[src/rtl/h14tx_pkg.sv]
// Shared HDMI 1.4 TX types: TMDS period codes and data-island length constants.
package h14tx_pkg;

    // Period select driven to the TMDS channel encoders.
    typedef enum logic [2:0] {
        Control       = 3'd0,
        VideoActive   = 3'd1,
        VideoPreamble = 3'd2,
        VideoGuard    = 3'd3,
        DataPreamble  = 3'd4,
        DataGuard     = 3'd5,
        DataActive    = 3'd6
    } period_t;

    localparam int unsigned IslandPreambleLen = 8;
    localparam int unsigned IslandGuardLen    = 2;
    localparam int unsigned PacketLen         = 32;

    // Position counter within a scheduler state; sized for the longest state.
    localparam int unsigned CycleCntWidth     = 5;

endpackage

[src/rtl/h14tx_rr_arbiter.sv]
// Round-robin arbiter for island packet slots.
//   clk, rst : clock, synchronous active-high reset
//   req      : per-source request vector
//   adv      : strobe; commits the current grant and moves the pointer
//   gnt_c    : combinational one-hot grant (zero when nothing requests)
//   idx_c    : combinational index of the granted source
module h14tx_rr_arbiter #(
    parameter  int unsigned NumSources = 2,
    localparam int unsigned IdxWidth   = (NumSources > 1) ? $clog2(NumSources) : 1
) (
    input  logic                  clk,
    input  logic                  rst,
    input  logic [NumSources-1:0] req,
    input  logic                  adv,
    output logic [NumSources-1:0] gnt_c,
    output logic [IdxWidth-1:0]   idx_c
);

    // Index where the next search starts (one past the last granted source).
    logic [IdxWidth-1:0] ptr;
    logic [IdxWidth-1:0] cand_c;
    logic                found_c;

    // First requesting source at or after ptr, wrapping.
    always_comb begin
        gnt_c   = '0;
        idx_c   = '0;
        cand_c  = '0;
        found_c = 1'b0;
        for (int unsigned i = 0; i < NumSources; i++) begin
            cand_c = IdxWidth'((32'(ptr) + i) % NumSources);
            if (!found_c && req[cand_c]) begin
                found_c        = 1'b1;
                idx_c          = cand_c;
                gnt_c[cand_c]  = 1'b1;
            end
        end
    end

    // Pointer moves only when a grant is actually issued.
    always_ff @(posedge clk) begin
        if (rst) begin
            ptr <= '0;
        end else if (adv && found_c) begin
            ptr <= IdxWidth'((32'(idx_c) + 32'd1) % NumSources);
        end
    end

endmodule

[src/rtl/h14tx_island_scheduler.sv]
// Inserts one data island per line into horizontal blanking and shares its
// packet slots among NumSources requesters in round-robin order.
//   clk, rst      : pixel clock, synchronous active-high reset
//   x, y          : raster position (y is informational only)
//   video_timings : video period for the same x/y
//   req           : level-held per-source packet requests
//   timings       : registered merged period
//   gnt           : one-hot pulse on the first cycle of a granted packet
//   slot_src      : source owning the current packet slot
//   slot_index    : character index within the current packet, 0 elsewhere
module h14tx_island_scheduler
    import h14tx_pkg::*;
#(
    parameter  int unsigned BitWidth    = 11,
    parameter  int unsigned BitHeight   = 10,
    parameter  int unsigned FrameWidth  = 1650,
    parameter  int unsigned ActiveWidth = 1280,
    parameter  int unsigned NumSources  = 2,
    parameter  int unsigned ControlMin  = 12,
    parameter  int unsigned MaxPackets  = 18,
    localparam int unsigned SrcWidth    = (NumSources > 1) ? $clog2(NumSources) : 1
) (
    input  logic                  clk,
    input  logic                  rst,
    input  logic [BitWidth-1:0]   x,
    input  logic [BitHeight-1:0]  y,
    input  period_t               video_timings,
    input  logic [NumSources-1:0] req,
    output period_t               timings,
    output logic [NumSources-1:0] gnt,
    output logic [SrcWidth-1:0]   slot_src,
    output logic [4:0]            slot_index
);

    localparam int VideoPreambleStart = int'(FrameWidth) - 10;
    localparam int IslandStart        = int'(ActiveWidth) + int'(ControlMin);
    localparam int FitRaw             = (VideoPreambleStart - int'(ControlMin) - IslandStart - 12) / 32;
    localparam int FitPackets         = (FitRaw < int'(MaxPackets)) ? FitRaw : int'(MaxPackets);
    localparam int unsigned PktCntWidth = $clog2(MaxPackets + 1);

    localparam logic [CycleCntWidth-1:0] LastPreamble = CycleCntWidth'(IslandPreambleLen - 1);
    localparam logic [CycleCntWidth-1:0] LastGuard    = CycleCntWidth'(IslandGuardLen - 1);
    localparam logic [CycleCntWidth-1:0] LastPacket   = CycleCntWidth'(PacketLen - 1);

    // An island that cannot hold a single packet is a configuration error.
    if (FitPackets < 1) begin : g_fit_check
        $error("h14tx_island_scheduler: blanking too short for one packet");
    end

    typedef enum logic [2:0] {
        S_IDLE,
        S_PREAMBLE,
        S_LEAD_GUARD,
        S_PACKET,
        S_TRAIL_GUARD
    } state_t;

    state_t                   state, state_d;
    logic [CycleCntWidth-1:0] cnt, cnt_d;
    logic [PktCntWidth-1:0]   pkt_cnt, pkt_cnt_d;
    logic                     pkt_start_c;
    logic [NumSources-1:0]    arb_gnt_c;
    logic [SrcWidth-1:0]      arb_idx_c;
    period_t                  timings_d;
    logic [NumSources-1:0]    gnt_d;
    logic [SrcWidth-1:0]      slot_src_d;
    logic [4:0]               slot_index_d;

    logic unused_y;
    assign unused_y = ^y;

    h14tx_rr_arbiter #(
        .NumSources (NumSources)
    ) u_arbiter (
        .clk   (clk),
        .rst   (rst),
        .req   (req),
        .adv   (pkt_start_c),
        .gnt_c (arb_gnt_c),
        .idx_c (arb_idx_c)
    );

    // State register; the registered outputs describe the state just entered,
    // which gives the one-cycle latency from x to timings.
    always_ff @(posedge clk) begin
        if (rst) begin
            state      <= S_IDLE;
            cnt        <= '0;
            pkt_cnt    <= '0;
            timings    <= Control;
            gnt        <= '0;
            slot_src   <= '0;
            slot_index <= '0;
        end else begin
            state      <= state_d;
            cnt        <= cnt_d;
            pkt_cnt    <= pkt_cnt_d;
            timings    <= timings_d;
            gnt        <= gnt_d;
            slot_src   <= slot_src_d;
            slot_index <= slot_index_d;
        end
    end

    // Next state and next registered outputs.
    always_comb begin
        state_d      = state;
        cnt_d        = cnt;
        pkt_cnt_d    = pkt_cnt;
        pkt_start_c  = 1'b0;
        timings_d    = video_timings;
        gnt_d        = '0;
        slot_src_d   = slot_src;
        slot_index_d = '0;

        unique case (state)
            S_IDLE: begin
                if (x == BitWidth'(IslandStart) && |req) begin
                    state_d   = S_PREAMBLE;
                    cnt_d     = '0;
                    pkt_cnt_d = '0;
                end
            end
            S_PREAMBLE: begin
                if (cnt == LastPreamble) begin
                    state_d = S_LEAD_GUARD;
                    cnt_d   = '0;
                end else begin
                    cnt_d = cnt + CycleCntWidth'(1);
                end
            end
            S_LEAD_GUARD: begin
                if (cnt == LastGuard) begin
                    state_d     = S_PACKET;
                    cnt_d       = '0;
                    pkt_start_c = 1'b1;
                    pkt_cnt_d   = pkt_cnt + PktCntWidth'(1);
                end else begin
                    cnt_d = cnt + CycleCntWidth'(1);
                end
            end
            S_PACKET: begin
                if (cnt == LastPacket) begin
                    cnt_d = '0;
                    // Back-to-back packet only while someone still asks and room remains.
                    if (|req && pkt_cnt < PktCntWidth'(FitPackets)) begin
                        pkt_start_c = 1'b1;
                        pkt_cnt_d   = pkt_cnt + PktCntWidth'(1);
                    end else begin
                        state_d = S_TRAIL_GUARD;
                    end
                end else begin
                    cnt_d = cnt + CycleCntWidth'(1);
                end
            end
            S_TRAIL_GUARD: begin
                if (cnt == LastGuard) begin
                    state_d = S_IDLE;
                    cnt_d   = '0;
                end else begin
                    cnt_d = cnt + CycleCntWidth'(1);
                end
            end
            default: begin
                state_d = S_IDLE;
                cnt_d   = '0;
            end
        endcase

        unique case (state_d)
            S_PREAMBLE:                  timings_d = DataPreamble;
            S_LEAD_GUARD, S_TRAIL_GUARD: timings_d = DataGuard;
            S_PACKET: begin
                timings_d    = DataActive;
                slot_index_d = cnt_d;
            end
            default:                     timings_d = video_timings;
        endcase

        if (pkt_start_c) begin
            gnt_d      = arb_gnt_c;
            slot_src_d = arb_idx_c;
        end
    end

endmodule

[config.mk]
export PLATFORM = sky130hd
export DESIGN_NAME = h14tx_island_scheduler
export DESIGN_NICKNAME = d
export VERILOG_FILES = /design/src/rtl/h14tx_pkg.sv /design/src/rtl/h14tx_rr_arbiter.sv /design/src/rtl/h14tx_island_scheduler.sv
export SDC_FILE = /design/constraint.sdc
export NUM_CORES = 1
export LEC_CHECK = 0
export CAP_MARGIN = 20
export CELL_PAD_IN_SITES_DETAIL_PLACEMENT = 0
export CELL_PAD_IN_SITES_GLOBAL_PLACEMENT = 1
export CORE_AREA = 2 2 63 65
export CTS_CLUSTER_DIAMETER = 150
export DETAILED_ROUTE_END_ITERATION = 6
export DIE_AREA = 0 0 65 67
export PLACE_DENSITY_LB_ADDON = 0.1
export SYNTH_ARGS = -nofsm -noshare
export SYNTH_HDL_FRONTEND = slang
export SYNTH_SLANG_ARGS = --single-unit
[constraint.sdc]
create_clock -name clk -period 6 [get_ports clk]
set_input_delay 1.2 -clock clk [delete_from_list [all_inputs] [get_ports clk]]
set_output_delay 1.2 -clock clk [all_outputs]
set_load 0.005 [all_outputs]
==> out/metrics.csv, run 1 <==
stage;metric;value;unit
run_status;outcome;complete, no violations;
timing;fin_skew;0.00324;ns
synth;ys_ff_latch;25;
timing;timing.setup.tns;0;ns
pwr;internal-power;228;uW
placed_design;place_congestion;0.786;
floorplanning;ios;39;
synth;synthCells;144;
placed_design;hpwl;2080;microns
synth;yosys_warnings;0;
synth;yosys.area.top_type_share;39.6;%
placed_design;port_buffers;28;
final_layout;finalNonFillerCells;220;
timing;max_slew_margin;49.1;%
grt;grt_max_degree;18;
synth;synth_area_leaders;dfxtp_1 (40%), nor2_1 (5.0%), o21ai_0 (4.4%), ha_1 (4.0%), nor2b_1 (3.0%);
synth;synth-edff-count;0;
grt;use_met1;20.6;%
timing;min_period;3.07;ns
final_layout;antenna_cells;0;
worst_hold_path;hold_depth;2;
pwr;p_sw_share;21.3;%
clock_tree;cts_root_buffer;clkbuf_8;
synth;synth_top_cells_by_count;dfxtp_1 (25), nor2_1 (17), o21ai_0 (11);
synth;ys_seq_area_share;39.6;%
timing;hold_violations;0;
worst_setup_path;end_kind;register;
routing;via_count;1121;
synth;yosysMostFrequentCell;dfxtp_1;
timing;rsz0062_at_grt;false;
floorplanning;initial_core_util;35.1;%
final_layout;drive_above_1_share;8.14;%
floorplanning;coreArea;3610;sq um
placed_design;dp.cells;216;
floorplanning;fp-row-count;22;
clock_tree;hold_buffers;0;
final_layout;area_growth;29.3;%
timing;holdWs;0.456;ns
routing;drc_errors;0;
worst_setup_path;worstSetupPathType;primary input to register;
routing;drtPass1Iterations;4;
floorplanning;dieWidth;65;microns
routing;drt-vias-per-instance;5.10;
pwr;power.total;290;uW
timing;timing.fmax;325;MHz
worst_setup_path;ff2ff_setup_slack;3.57;ns
timing;post-route-period-util;51.2;%
synth;synthArstFlopShare;0;%
grt;use_met2;19.6;%
timing;tightest_slew;0.757;ns
grt;grt_busiest_layer;met1;
clock_tree;cts_setup_buffers;0;
clock_tree;cts_buffer_depth;2;
worst_setup_path;reg2reg_depth;7;
routing;ant_nets;0;
synth;avgSynthCellArea;8.78;sq um
timing;setup_viol;0;
clock_tree;cts-buffers-inserted;3;
worst_setup_path;arrival;3.28;ns
synth;syn_nets;176;
synth;synth_flop_cell;dfxtp_1;
worst_hold_path;hp-class;register to register;
pwr;power_frac_clock;35.2;%
clock_tree;clkTransAtPathRegs;0.09;ns
worst_setup_path;crit_required;6.21;ns
worst_setup_path;startpoint_type;primary input;
synth;synth_top_area_cell;dfxtp_1;
worst_setup_path;timing.rr.end;slot_index[0]$_SDFF_PP0_;
pwr;vdd_drop_max;69.9;uV
synth;ys_types;43;
routing;drt_wl_total;2810;microns
routing;wire_per_inst;12.8;microns
flow_run;cap_violations;0;
clock_tree;clkLatencyLatePin;0.27;ns
routing;drtIter0Drc;49;
final_layout;fin_nets;205;
grt;antenna_found_initial;0;
pwr;switching_power;61.6;uW
worst_setup_path;r2r-start;cnt[0]$_SDFF_PP0_;
synth;synth.cell_area;1260;sq um
floorplanning;dieArea;4360;sq um
floorplanning;die_h;67;microns
clock_tree;cts_max_level;1;
worst_hold_path;min-delay-start;slot_src$_SDFFE_PP0P_;
worst_setup_path;critPathMaxFanout;8;
clock_tree;clkSinkCount;25;
pwr;leakage;0.586;nW
pwr;combPwrFrac;7.1;%
clock_tree;cts_tree;done;
grt;grtUsageMet3;1.69;%
pwr;p_seq_share;57.7;%
pwr;p_per_area;177;nW/um^2
grt;grt_pass1_wl;4620;microns
clock_tree;cts_resized;0;
timing;drv_slew;0;
grt;track_usage;13.6;%
worst_hold_path;hold_end;slot_src$_SDFFE_PP0P_;
grt;grt_overflow;0;
grt;grt_pass1_vias;945;
[metrics by stage]
| stage | area (sq um) | util (%) | setup WS (ns) |
|---|---|---|---|
| CTS | 1640 | 45.4 | 2.90 |
| global route | 1640 | 45.4 | 2.72 |
| floorplan | 1260 | - | 3.26 |
| detailed placement | 1590 | 44.1 | 2.62 |
| global placement | 1590 | 44.1 | 2.66 |
| finish | 1640 | 45.4 | 2.93 |
[how the worst max path moves through the flow]
stage / cells after the start / endpoint / slack [ns] / start
2_1_floorplan: 5 / pkt_cnt[3]$_SDFFE_PP0P_ / 3.26 / x[1]
3_3_place_gp: 6 / slot_index[2]$_SDFF_PP0_ / 2.66 / x[1]
3_5_place_dp: 6 / pkt_cnt[3]$_SDFFE_PP0P_ / 2.62 / x[1]
4_1_cts: 6 / pkt_cnt[3]$_SDFFE_PP0P_ / 2.90 / x[1]
5_1_grt: 6 / timings[1]$_SDFF_PP0_ / 2.72 / req[0]
6_report: 6 / pkt_cnt[3]$_SDFFE_PP0P_ / 2.93 / x[1]
[critical path, stage by stage]
cell	delay, ns
clkdlybuf4s50_1	0.40
or4_4	0.55
nor4_4	0.39
o22ai_2	0.22
or3_1	0.38
a21oi_1	0.14
[power by group through the flow]
| stage | Sequential (mW) | Clock (mW) | Combinational [mW] |
|---|---|---|---|
| 2_1_floorplan | 0.171 | 0 | 0.00542 |
| 5_1_grt | 0.167 | 0.111 | 0.0219 |
| 4_1_cts | 0.167 | 0.105 | 0.0207 |
| 3_3_place_gp | 0.171 | 0 | 0.0205 |
| 6_report | 0.167 | 0.102 | 0.0205 |
| 3_5_place_dp | 0.171 | 0 | 0.0206 |
[state kept, by name, indices dropped and copies added (netlist names)]
register,flops
slot_index,5
state,3
cnt,5
pkt_cnt,5
timings,3
gnt,2
u_arbiter.ptr,1
slot_src,1
[layout by cell type, fill, tap and decap left out, types with 2 or more instances in the layout]
cell type,Yosys,layout
dfxtp_1,25,25
o31ai_1,2,2
nand3_1,5,5
nor4b_1,2,2
o21ai_0,11,11
inv_1,5,5
a21oi_1,7,7
nor3_1,6,6
clkdlybuf4s50_1,0,28
nor2b_1,6,6
o21a_1,2,2
nand3b_1,3,3
a2bb2oi_1,2,2
ha_1,4,4
clkbuf_8,0,3
xor2_1,2,2
nor2_1,17,17
nand2_1,7,7
or3_1,6,6
nand4bb_1,2,2
or2_2,3,3
[cell families (layout without fill, tap and decap cells)]
family,count (synthesis),in the layout,synth area share [%]
and+or+nand+nor,64,64,29.6
AOI/OAI and AO/OA,38,38,21.4
DFF,25,25,39.6
buffers and inverters,9,37,2.67
adders and majority gates,4,4,3.96
xor gates and xnor gates,3,3,2.08
muxes,1,1,0.791
[layer usage]
layer	wire [microns]	share of wire, %	vias to the layer above
li1	-	-	584
met1	1460	52	507
met2	1220	43	26
met3	98	3.5	4
met4	40	1.4	0
met5	0	0	-
[cell type report]
type	instances	area, sq um
Fill cell	362	1970
Multi-Input combinational cell	110	731
Sequential cell	25	500
Timing Repair Buffer	28	280
Tap cell	48	60.1
Clock buffer	4	45.0
Inverter	5	18.8
No activity file was read; power rests on OpenSTA's default activity.
==> run 2: changes to the inputs <==
CORE_AREA = 2 2 68 70   (was 2 2 63 65)
DIE_AREA = 0 0 70 72   (was 0 0 65 67)
clock period = 2.66 ns   (was 6 ns; I/O delays follow)
==> out/metrics.csv, run 2 (same netlist as run 1, synthesis figures left out) <==
stage;metric;value;unit;change
placed_design;placed_cell_area;1640;sq um;+3.1%
floorplanning;ios;39;;unchanged
pwr;p_sw_share;22.0;%;+0.74 points
clock_tree;clkTransAtPathRegs;0.09;ns;about the same
pwr;power_frac_clock;35.5;%;+0.3 points
routing;drtPass1Iterations;4;;unchanged
placed_design;hpwl;2390;microns;+15%
routing;via_count;1184;;+5.6%
final_layout;stdcell_area;1690;sq um;+3.3%
grt;grt_pass1_vias;1129;;+19%
pwr;combPwrFrac;7.4;%;+0.3 points
timing;tightest_slew;0.641;ns;-0.115 ns
clock_tree;hold_buffers;0;;unchanged
placed_design;place_congestion;0.754;;-4.0%
routing;drc_errors;0;;unchanged
routing;drt_wl_total;3160;microns;+12%
timing;drv_slew;0;;unchanged
final_layout;final_util;39.6;%;-5.7 points
final_layout;finalNonFillerCells;230;;+4.5%
worst_setup_path;worstSetupPathType;register to register;;
pwr;vdd_drop_max;230;uV;+230%
final_layout;fillers;458;;+27%
worst_hold_path;hp-class;register to register;;
timing;hold_violations;0;;unchanged
pwr;internal-power;515;uW;+130%
pwr;p_seq_share;57.2;%;-0.5 points
grt;track_usage;13.2;%;-0.39 points
worst_setup_path;critPathMaxFanout;7;;-1
routing;wire_per_inst;13.8;microns;+7.5%
floorplanning;dieArea;5040;sq um;+16%
timing;holdWs;0.464;ns;+0.00787 ns
placed_design;dp.cells;226;;+4.6%
timing;setup_viol;0;;unchanged
clock_tree;cts_tree;done;;
flow_run;cap_violations;0;;unchanged
clock_tree;cts_max_level;1;;unchanged
clock_tree;cts_resized;0;;unchanged
final_layout;fin_nets;211;;+2.9%
floorplanning;die_h;72;microns;+7.5%
timing;setup_ws;0.251;ns;-2.68 ns
clock_tree;clkSinkCount;25;;unchanged
placed_design;dp_slack;0.0780;ns;-2.55 ns
clock_tree;cts-buffers-inserted;3;;unchanged
routing;drt-vias-per-instance;5.15;;+1.0%
worst_setup_path;crit_required;2.87;ns;-3.34 ns
grt;grt_max_degree;18;;unchanged
worst_setup_path;arrival;2.62;ns;-0.66 ns
floorplanning;coreArea;4260;sq um;+18%
clock_tree;cts_root_buffer;clkbuf_8;;
pwr;power.total;660;uW;+130%
final_layout;antenna_cells;0;;unchanged
routing;drtIter0Drc;50;;+2.0%
grt;grt_overflow;0;;unchanged
grt;antenna_found_initial;0;;unchanged
floorplanning;fp-row-count;24;;+9.1%
timing;rsz0062_at_grt;false;;
clock_tree;clkLatencyLatePin;0.27;ns;about the same
timing;timing.setup.tns;0;ns;unchanged
timing;timing.fmax;415;MHz;
final_layout;drive_above_1_share;11.8;%;+3.7 points
timing;post-route-period-util;90.6;%;
worst_setup_path;startpoint_type;register;;
pwr;switching_power;145;uW;+140%
floorplanning;dieWidth;70;microns;+7.7%
placed_design;port_buffers;28;;unchanged
worst_setup_path;end_kind;register;;
timing;min_period;2.41;ns;
grt;grt_pass1_wl;5240;microns;+13%
pwr;p_per_area;391;nW/um^2;+120%
final_layout;mostFrequentLayoutCells;clkdlybuf4s50_1 (28), dfxtp_1 (25), nor2_1 (17), o21ai_0 (11);;
clock_tree;cts_setup_buffers;0;;unchanged
routing;ant_nets;0;;unchanged
run_status;outcome;complete, no violations;;
pwr;leakage;0.614;nW;+4.9%
clock_tree;cts_buffer_depth;2;;unchanged
timing;fin_skew;0.00331;ns;+0.0000711 ns
final_layout;top_regs;cnt x5, pkt_cnt x5, slot_index x5;;
timing;max_slew_margin;56.9;%;+7.8 points
final_layout;area_growth;33.5;%;
final_layout;final_common_cell;clkdlybuf4s50_1;;
floorplanning;initial_core_util;29.7;%;-5.4 points
==> run 2: critical path, cell delays in order, from the launching register on <==
cell and delay [ns]:
dfxtp_1 0.43, ha_1 0.27, and3_2 0.20, ha_1 0.25, nand2_1 0.10, nor4b_1 0.36
o22ai_2 0.22, or3_1 0.38, a21oi_1 0.14
==> run 2: worst paths after layout <==
kind | from | endpoint | slack, ns | cells after the start
max | cnt[0]$_SDFF_PP0_ | pkt_cnt[3]$_SDFFE_PP0P_ | 0.25 | 8
min | slot_src$_SDFFE_PP0P_ | slot_src$_SDFFE_PP0P_ | 0.46 | 2
max reg2reg | cnt[0]$_SDFF_PP0_ | pkt_cnt[3]$_SDFFE_PP0P_ | 0.25 | 8
min reg2reg | slot_src$_SDFFE_PP0P_ | slot_src$_SDFFE_PP0P_ | 0.46 | 2
==> run 2: final cells by class <==
type	instances	area [sq um]	area share, %
clock buffer	3	41.3	2.44
clock inverter	1	7.51	0.444
inverter	5	18.8	1.11
multi-input combinational	110	731	43.3
sequential	25	500	29.6
tap	52	65.1	3.85
timing repair buffer	34	325	19.3
==> run 2: layer usage <==
metal,wire length (microns),GRT usage (%)
met1,1490,17.3
met2,1480,21.5
met3,170,3.47
met4,17,4.49
met5,0,0
==> run 2: power by group through the flow <==
stage                     Combinational (mW)  Clock (mW)  Sequential [mW]
after detailed placement              0.0488           0            0.386
after global placement                0.0482           0            0.386
final                                 0.0485       0.234            0.377
after CTS                             0.0491       0.252            0.377
after global routing                  0.0525       0.265            0.378
after floorplan                       0.0122           0            0.386
